**src/rtl/mc_controller.sv**
```systemverilog
// Multi-cycle control sequencer for the 16-bit CPU (FETCH/DECODE/EXEC/MEM/WB/FAULT).
// Optional performance counters (instret, stall_cyc) are enabled by defining MC_CTRL_PERF_EN.
package mc_ctrl_pkg;
    localparam logic [4:0] OP_ADD  = 5'd0,  OP_SUB  = 5'd1,  OP_NOT  = 5'd2,  OP_AND  = 5'd3;
    localparam logic [4:0] OP_OR   = 5'd4,  OP_XOR  = 5'd5,  OP_SLL  = 5'd6,  OP_SRL  = 5'd7;
    localparam logic [4:0] OP_SRA  = 5'd8,  OP_ADDI = 5'd9,  OP_ANDI = 5'd10, OP_ORI  = 5'd11;
    localparam logic [4:0] OP_XORI = 5'd12, OP_LUI  = 5'd13, OP_BEQ  = 5'd14, OP_BNE  = 5'd15;
    localparam logic [4:0] OP_BGT  = 5'd16, OP_BLT  = 5'd17, OP_BGE  = 5'd18, OP_BLE  = 5'd19;
    localparam logic [4:0] OP_BGTU = 5'd20, OP_BLTU = 5'd21, OP_BGEU = 5'd22, OP_BLEU = 5'd23;
    localparam logic [4:0] OP_JAL  = 5'd24, OP_LAD  = 5'd25, OP_LOA  = 5'd26, OP_LW   = 5'd27;
    localparam logic [4:0] OP_SW   = 5'd28;

    localparam logic [4:0] ALU_ADD = 5'd0,  ALU_SUB = 5'd1,  ALU_NOT = 5'd2,  ALU_AND = 5'd3;
    localparam logic [4:0] ALU_OR  = 5'd4,  ALU_XOR = 5'd5,  ALU_SLL = 5'd6,  ALU_SRL = 5'd7;
    localparam logic [4:0] ALU_SRA = 5'd8,  ALU_BSL = 5'd9,  ALU_EQ  = 5'd10, ALU_GRT = 5'd11;
    localparam logic [4:0] ALU_GTE = 5'd12, ALU_LTE = 5'd13, ALU_GTU = 5'd14, ALU_GEU = 5'd15;
    localparam logic [4:0] ALU_LEU = 5'd16;
endpackage

module mc_controller
    import mc_ctrl_pkg::*;
#(
    parameter int MEM_TIMEOUT = 15,
    parameter int TMO_W       = 4
`ifdef MC_CTRL_PERF_EN
    ,
    parameter int PERF_W      = 16
`endif
) (
    input  logic       i_clk,
    input  logic       i_rst,
    input  logic [4:0] i_op,
    input  logic       i_comp,
    input  logic       i_instr_valid,
    output logic       o_instr_ready,
    input  logic       i_mem_ready,
    output logic       o_ir_we,
    output logic       o_pc_we,
    output logic       o_sel_pc,
    output logic       o_sum_imm,
    output logic       o_store_pc,
    output logic       o_reg_we,
    output logic       o_alu_imm,
    output logic       o_alu_bypass,
    output logic       o_alu_feedback_in,
    output logic       o_mem_we,
    output logic       o_mem_bypass,
    output logic [4:0] o_alu_ctrl,
    output logic       o_mem_re,
    output logic       o_busy,
    output logic       o_fault
`ifdef MC_CTRL_PERF_EN
    ,
    output logic [PERF_W-1:0] o_instret,
    output logic [PERF_W-1:0] o_stall_cyc
`endif
);
    typedef enum logic [2:0] {
        S_FETCH, S_DECODE, S_EXEC, S_MEM, S_WB, S_FAULT
    } state_t;

    state_t           r_state;
    logic [4:0]       r_op;
    logic [TMO_W-1:0] r_tmo;
    logic             w_taken;

    function automatic logic [4:0] alu_map(input logic [4:0] op);
        case (op)
            OP_SUB:           alu_map = ALU_SUB;
            OP_NOT:           alu_map = ALU_NOT;
            OP_AND, OP_ANDI:  alu_map = ALU_AND;
            OP_OR,  OP_ORI:   alu_map = ALU_OR;
            OP_XOR, OP_XORI:  alu_map = ALU_XOR;
            OP_SLL:           alu_map = ALU_SLL;
            OP_SRL:           alu_map = ALU_SRL;
            OP_SRA:           alu_map = ALU_SRA;
            OP_LUI:           alu_map = ALU_BSL;
            OP_BEQ, OP_BNE:   alu_map = ALU_EQ;
            OP_BGT, OP_BLT:   alu_map = ALU_GRT;
            OP_BGE:           alu_map = ALU_GTE;
            OP_BLE:           alu_map = ALU_LTE;
            OP_BGTU, OP_BLTU: alu_map = ALU_GTU;
            OP_BGEU:          alu_map = ALU_GEU;
            OP_BLEU:          alu_map = ALU_LEU;
            default:          alu_map = ALU_ADD;
        endcase
    endfunction

    // The "less than" branches reuse the greater-than comparators and invert the result.
    assign w_taken = (r_op == OP_BNE || r_op == OP_BLT || r_op == OP_BLTU) ? !i_comp : i_comp;

    always_comb begin
        o_instr_ready     = 1'b0;
        o_ir_we           = 1'b0;
        o_pc_we           = 1'b0;
        o_sel_pc          = 1'b1;
        o_sum_imm         = 1'b0;
        o_store_pc        = 1'b0;
        o_reg_we          = 1'b0;
        o_alu_imm         = 1'b0;
        o_alu_bypass      = 1'b0;
        o_alu_feedback_in = 1'b0;
        o_mem_we          = 1'b0;
        o_mem_bypass      = 1'b0;
        o_mem_re          = 1'b0;
        o_fault           = 1'b0;
        o_alu_ctrl        = alu_map(r_op);
        o_busy            = (r_state != S_FETCH) && (r_state != S_FAULT);
        case (r_state)
            S_FETCH: begin
                o_instr_ready = 1'b1;
                o_ir_we       = i_instr_valid;
            end
            S_EXEC: begin
                if (r_op >= OP_ADDI && r_op <= OP_XORI) begin
                    o_alu_imm         = 1'b1;
                    o_alu_feedback_in = 1'b1;
                end else if (r_op == OP_LUI) begin
                    o_alu_imm = 1'b1;
                end else if (r_op >= OP_BEQ && r_op <= OP_BLEU) begin
                    o_pc_we   = 1'b1;
                    o_sum_imm = w_taken;
                end else if (r_op == OP_JAL) begin
                    o_sel_pc   = 1'b0;
                    o_store_pc = 1'b1;
                    o_reg_we   = 1'b1;
                    o_pc_we    = 1'b1;
                end else if (r_op == OP_LAD) begin
                    o_reg_we     = 1'b1;
                    o_mem_bypass = 1'b1;
                    o_pc_we      = 1'b1;
                end else if (r_op == OP_LOA) begin
                    o_alu_bypass = 1'b1;
                    o_pc_we      = 1'b1;
                end
            end
            S_MEM: begin
                o_mem_re = (r_op == OP_LW);
                o_mem_we = (r_op == OP_SW);
                o_pc_we  = (r_op == OP_SW) && i_mem_ready;
            end
            S_WB: begin
                o_reg_we = 1'b1;
                o_pc_we  = 1'b1;
            end
            S_FAULT: o_fault = 1'b1;
            default: ;
        endcase
    end

    always_ff @(posedge i_clk) begin
        if (i_rst) begin
            r_state <= S_FETCH;
            r_op    <= OP_ADD;
            r_tmo   <= '0;
        end else begin
            case (r_state)
                S_FETCH:  if (i_instr_valid) r_state <= S_DECODE;
                S_DECODE: begin
                    r_op    <= i_op;
                    r_state <= (i_op <= OP_SW) ? S_EXEC : S_FAULT;
                end
                S_EXEC: begin
                    if (r_op == OP_LW || r_op == OP_SW) begin
                        r_state <= S_MEM;
                        r_tmo   <= '0;
                    end else if (r_op <= OP_LUI) begin
                        r_state <= S_WB;
                    end else begin
                        r_state <= S_FETCH;
                    end
                end
                S_MEM: begin
                    // A completing access takes priority over an expiring timeout.
                    if (i_mem_ready) begin
                        r_state <= (r_op == OP_LW) ? S_WB : S_FETCH;
                    end else begin
                        r_tmo <= r_tmo + 1'b1;
                        if (r_tmo == TMO_W'(MEM_TIMEOUT - 1)) r_state <= S_FAULT;
                    end
                end
                S_WB:    r_state <= S_FETCH;
                default: r_state <= S_FAULT;
            endcase
        end
    end

`ifdef MC_CTRL_PERF_EN
    logic [PERF_W-1:0] r_instret;
    logic [PERF_W-1:0] r_stall_cyc;

    always_ff @(posedge i_clk) begin
        if (i_rst) begin
            r_instret   <= '0;
            r_stall_cyc <= '0;
        end else begin
            if (o_pc_we) r_instret <= r_instret + 1'b1;
            if ((r_state == S_MEM && !i_mem_ready) || (r_state == S_FETCH && !i_instr_valid))
                r_stall_cyc <= r_stall_cyc + 1'b1;
        end
    end

    assign o_instret   = r_instret;
    assign o_stall_cyc = r_stall_cyc;
`endif
endmodule

```
**config.mk**
```make
export PLATFORM = sky130hd
export DESIGN_NAME = mc_controller
export DESIGN_NICKNAME = d
export VERILOG_FILES = /design/src/rtl/mc_controller.sv
export SDC_FILE = /design/constraint.sdc
export NUM_CORES = 1
export LEC_CHECK = 0
export ABC_AREA = 1
export BUFFER_PORTS_ARGS = -buffer_cell sky130_fd_sc_hd__buf_2
export CORE_MARGIN = 2
export CORE_UTILIZATION = 36
export DETAILED_ROUTE_END_ITERATION = 16
export PLACE_DENSITY_LB_ADDON = 0.08
export SYNTH_ARGS = -nofsm -noshare
export SYNTH_HDL_FRONTEND = slang
export SYNTH_SLANG_ARGS = --single-unit
```
**constraint.sdc**
```tcl
create_clock -name i_clk -period 1.5 [get_ports i_clk]
set_clock_uncertainty 0.05 [all_clocks]
set_input_delay 0.075 -clock i_clk [delete_from_list [all_inputs] [get_ports i_clk]]
set_output_delay 0.075 -clock i_clk [all_outputs]
set_load 0.02 [all_outputs]
```
==> impl_metrics.py <==
metrics = {
    "sta": {
        "fin_ws_ps": -170,
        "max_clock_freq_ghz": 0.599,
        "final-hold-violation-count": 0,
        "fin_crit_sh_pct": 111,
        "setup_viol": 8,
        "hold_ws_ps": 74.2,
        "drv_slew": 0,
        "post-route-min-period_ps": 1670,
        "tightest_slew_ps": 271,
        "tns_ps": -680,
        "maxSlewHeadroom_pct": 81.9,
        "rsz0062_at_grt": "true",
    },
    "layout": {
        "fin_nets": 252,
        "fill_cells": 323,
        "area_growth_pct": 47.6,
        "multi_input_area_sq_um": 811,
        "drive_above_1_share_pct": 41.8,
        "seqCellArea_sq_um": 362,
        "antenna_cells": 0,
    },
    "clocking": {
        "cts_made_buffers": 3,
        "tritoncts": "built",
        "cts.clk_slew.worst_paths_ps": 90,
        "cts_sinks": 17,
        "clk_path_buf_depth": 2,
        "cts.htree.levels": 1,
        "clkLatencyLatePin_ps": 280,
        "root_buffer": "clkbuf_4",
    },
    "synth": {
        "ys.flop_type": "dfxtp_1",
        "syn_area_per_cell_sq_um": 6.34,
        "synthArstFlopShare_pct": 0,
        "syn_area_sq_um": 1190,
        "syn_inst": 187,
        "yosysSeqAreaShare_pct": 28.7,
        "synth_edf_count": 0,
        "ys_types": 25,
        "ys_warn_count": 0,
        "mappedNetlistNets": 199,
        "synth_seq_cells": 17,
    },
    "worst_setup_path": {
        "end_kind": "output pin",
        "arrival_ps": 1540,
        "crit_fanout": 5,
        "worst_ep_required_time_ps": 1370,
        "startpoint_type": "flip-flop",
        "critical_path_class": "flip-flop to output pin",
    },
    "drt": {
        "antenna_left": 0,
        "drc_errors": 0,
        "wire_per_inst_um": 11.9,
        "route.vias.total": 1361,
        "drt-total-wl_mm": 3.37,
        "initialDrtViolationCount": 67,
        "avgViaCountPerCell": 4.81,
        "drt_first_pass_iters": 4,
    },
    "global_routing": {
        "antenna_found_initial": 0,
        "track_usage_pct": 19.8,
        "grt_pass1_vias": 1242,
        "grt_first_pass_wirelength_mm": 5.57,
        "grt_max_degree": 10,
        "grt_overflow_total": 0,
    },
    "flow_run": {
        "cap_violations": 0,
    },
    "power_and_ir_drop": {
        "leakage_nw": 0.827,
        "peakVddDrop_uv": 628,
        "pwr_density_cell_nw_per_um2": 1400,
    },
    "placed_design": {
        "gp_congestion": 0.855,
        "place_hpwl_mm": 2.57,
        "numPortBuffers": 29,
        "dp_worst_setup_slack_ps": -60.1,
    },
    "status": {
        "failed_checks": "negative setup slack",
        "status": "finished with violations",
    },
    "die": {
        "die_w_um": 61.4,
        "core_sq_um": 3100,
        "io_pins": 30,
        "initial_core_util_pct": 38.2,
        "die_y_um": 61.4,
        "fp.dieArea_sq_um": 3770,
        "rows": 20,
    },
    "hold_path": {
        "hold_path.class": "primary input to flip-flop",
    },
}
-- sequential cells by signal, summed over array words and instances, names as in the netlist --
signal      flops
o_alu_ctrl      5
r_op            5
r_tmo           4
r_state         3
-- final timing paths --
| kind | start | end | slack [ps] | depth (start not counted) |
|---|---|---|---|---|
| max | r_state[1] | o_alu_bypass | -170 | 7 |
| min | i_instr_valid | r_state[0] | 70 | 3 |
| max reg2reg | r_state[2] | o_alu_ctrl[2] | 30 | 10 |
| min reg2reg | r_tmo[0] | r_tmo[0] | 460 | 1 |
-- per-stage QoR --
step	instance area, sq um	utilization (%)	instances	power (W)
detailed placement	1490	48.0	271	0.00192
floorplan	1190	-	187	0.00151
global placement	1490	48.0	271	0.00191
global route	1750	56.4	283	0.00267
CTS	1680	54.1	280	0.00236
finish	1750	56.4	283	0.00244
-- worst max-delay path, cell delays in order, from the launching register on --
cell and delay [ps]:
dfxtp_2 340, inv_2 70, nor3_4 230, inv_2 70
nor2_2 90, inv_2 80, nor3_1 200, buf_4 190
-- kinds of logic after synthesis --
group	count (synthesis)	synth area share (%)
buffers and inverters	35	11.9
AOI/OAI and AO/OA	23	11.1
DFF	17	28.7
and+or+nand+nor	109	45.5
xor gates and xnor gates	1	0.739
adders and majority gates	2	2.11
-- cell usage after synthesis (2+ instances only) --
cell type,number,area share [%]
nand2_1,40,13
nand3_1,21,8.9
nor2_1,24,7.6
nand3_2,3,2.5
nor3_1,5,2.1
o211ai_1,3,1.9
o21ai_0,8,3.4
a21oi_1,9,3.8
nor2_4,3,2.8
inv_2,7,2.2
nor2_2,3,1.6
inv_1,25,7.9
o2111ai_1,2,1.5
nor3_2,2,1.7
dfxtp_1,17,29
ha_1,2,2.1
buf_2,2,0.84
nand4_1,2,1.1
nand2_2,3,1.6
-- final cells by class --
| type | count | area share (%) |
|---|---|---|
| tap | 44 | 3.15 |
| inverter | 32 | 6.86 |
| clock buffer | 4 | 1.50 |
| multi-input combinational | 135 | 46.3 |
| timing repair buffer | 51 | 21.5 |
| sequential | 17 | 20.7 |
-- layer usage --
metal / track usage, % / part of all wire (%) / wire, um / vias to the layer above
li1: - / - / - / 707
met1: 25.8 / 44 / 1490 / 607
met2: 33.6 / 50 / 1680 / 43
met3: 2.31 / 4.7 / 157 / 4
met4: 7.29 / 1.2 / 39 / 0
met5: 0 / 0 / 0 / -
-- where the power goes --
part           total, W  switching (W)  internal, W
combinational   0.00152       0.000912     0.000604
sequential     0.000688       0.000103     0.000586
clock          0.000238       0.000135     0.000103
total           0.00244        0.00115      0.00129
-- cell usage in the layout, fill, tap and decap left out --
cell type | synthesis | final
clkbuf_1 | 0 | 1
o211ai_1 | 3 | 3
a21oi_2 | 0 | 1
nand2_2 | 3 | 7
nor2_4 | 3 | 6
nor2_8 | 1 | 1
buf_6 | 1 | 7
a21oi_1 | 9 | 8
nand3_1 | 21 | 20
nor3_2 | 2 | 2
nor2_2 | 3 | 6
xor2_1 | 1 | 1
o22ai_1 | 1 | 1
dfxtp_2 | 0 | 2
nor2_1 | 24 | 18
buf_4 | 0 | 23
dfxtp_1 | 17 | 10
nand3b_1 | 1 | 1
nand4_1 | 2 | 2
dlygate4sd3_1 | 0 | 1
ha_1 | 2 | 2
o2111ai_4 | 0 | 1
buf_12 | 0 | 1
nor3_1 | 5 | 3
nand3_4 | 0 | 1
o2111ai_2 | 0 | 1
buf_2 | 2 | 19
nand3_2 | 3 | 3
clkbuf_4 | 0 | 3
nand2_1 | 40 | 36
nor3_4 | 0 | 2
o21ai_0 | 8 | 5
o21ai_2 | 0 | 1
dfxtp_4 | 0 | 5
inv_1 | 25 | 24
o21ai_1 | 0 | 2
inv_2 | 7 | 8
nor3b_1 | 1 | 1
-- what timing repair did --
item                                    4_1_cts  5_1_grt
resized for setup                            41       14
gates cloned                                  0        0
pin swaps                                     8        2
setup buffers                                 4        3
endpoints found under the setup margin       12       24
hold buffers                                  1        0
hold endpoints to repair                      2        0
No activity file was read; power rests on OpenSTA's default activity.
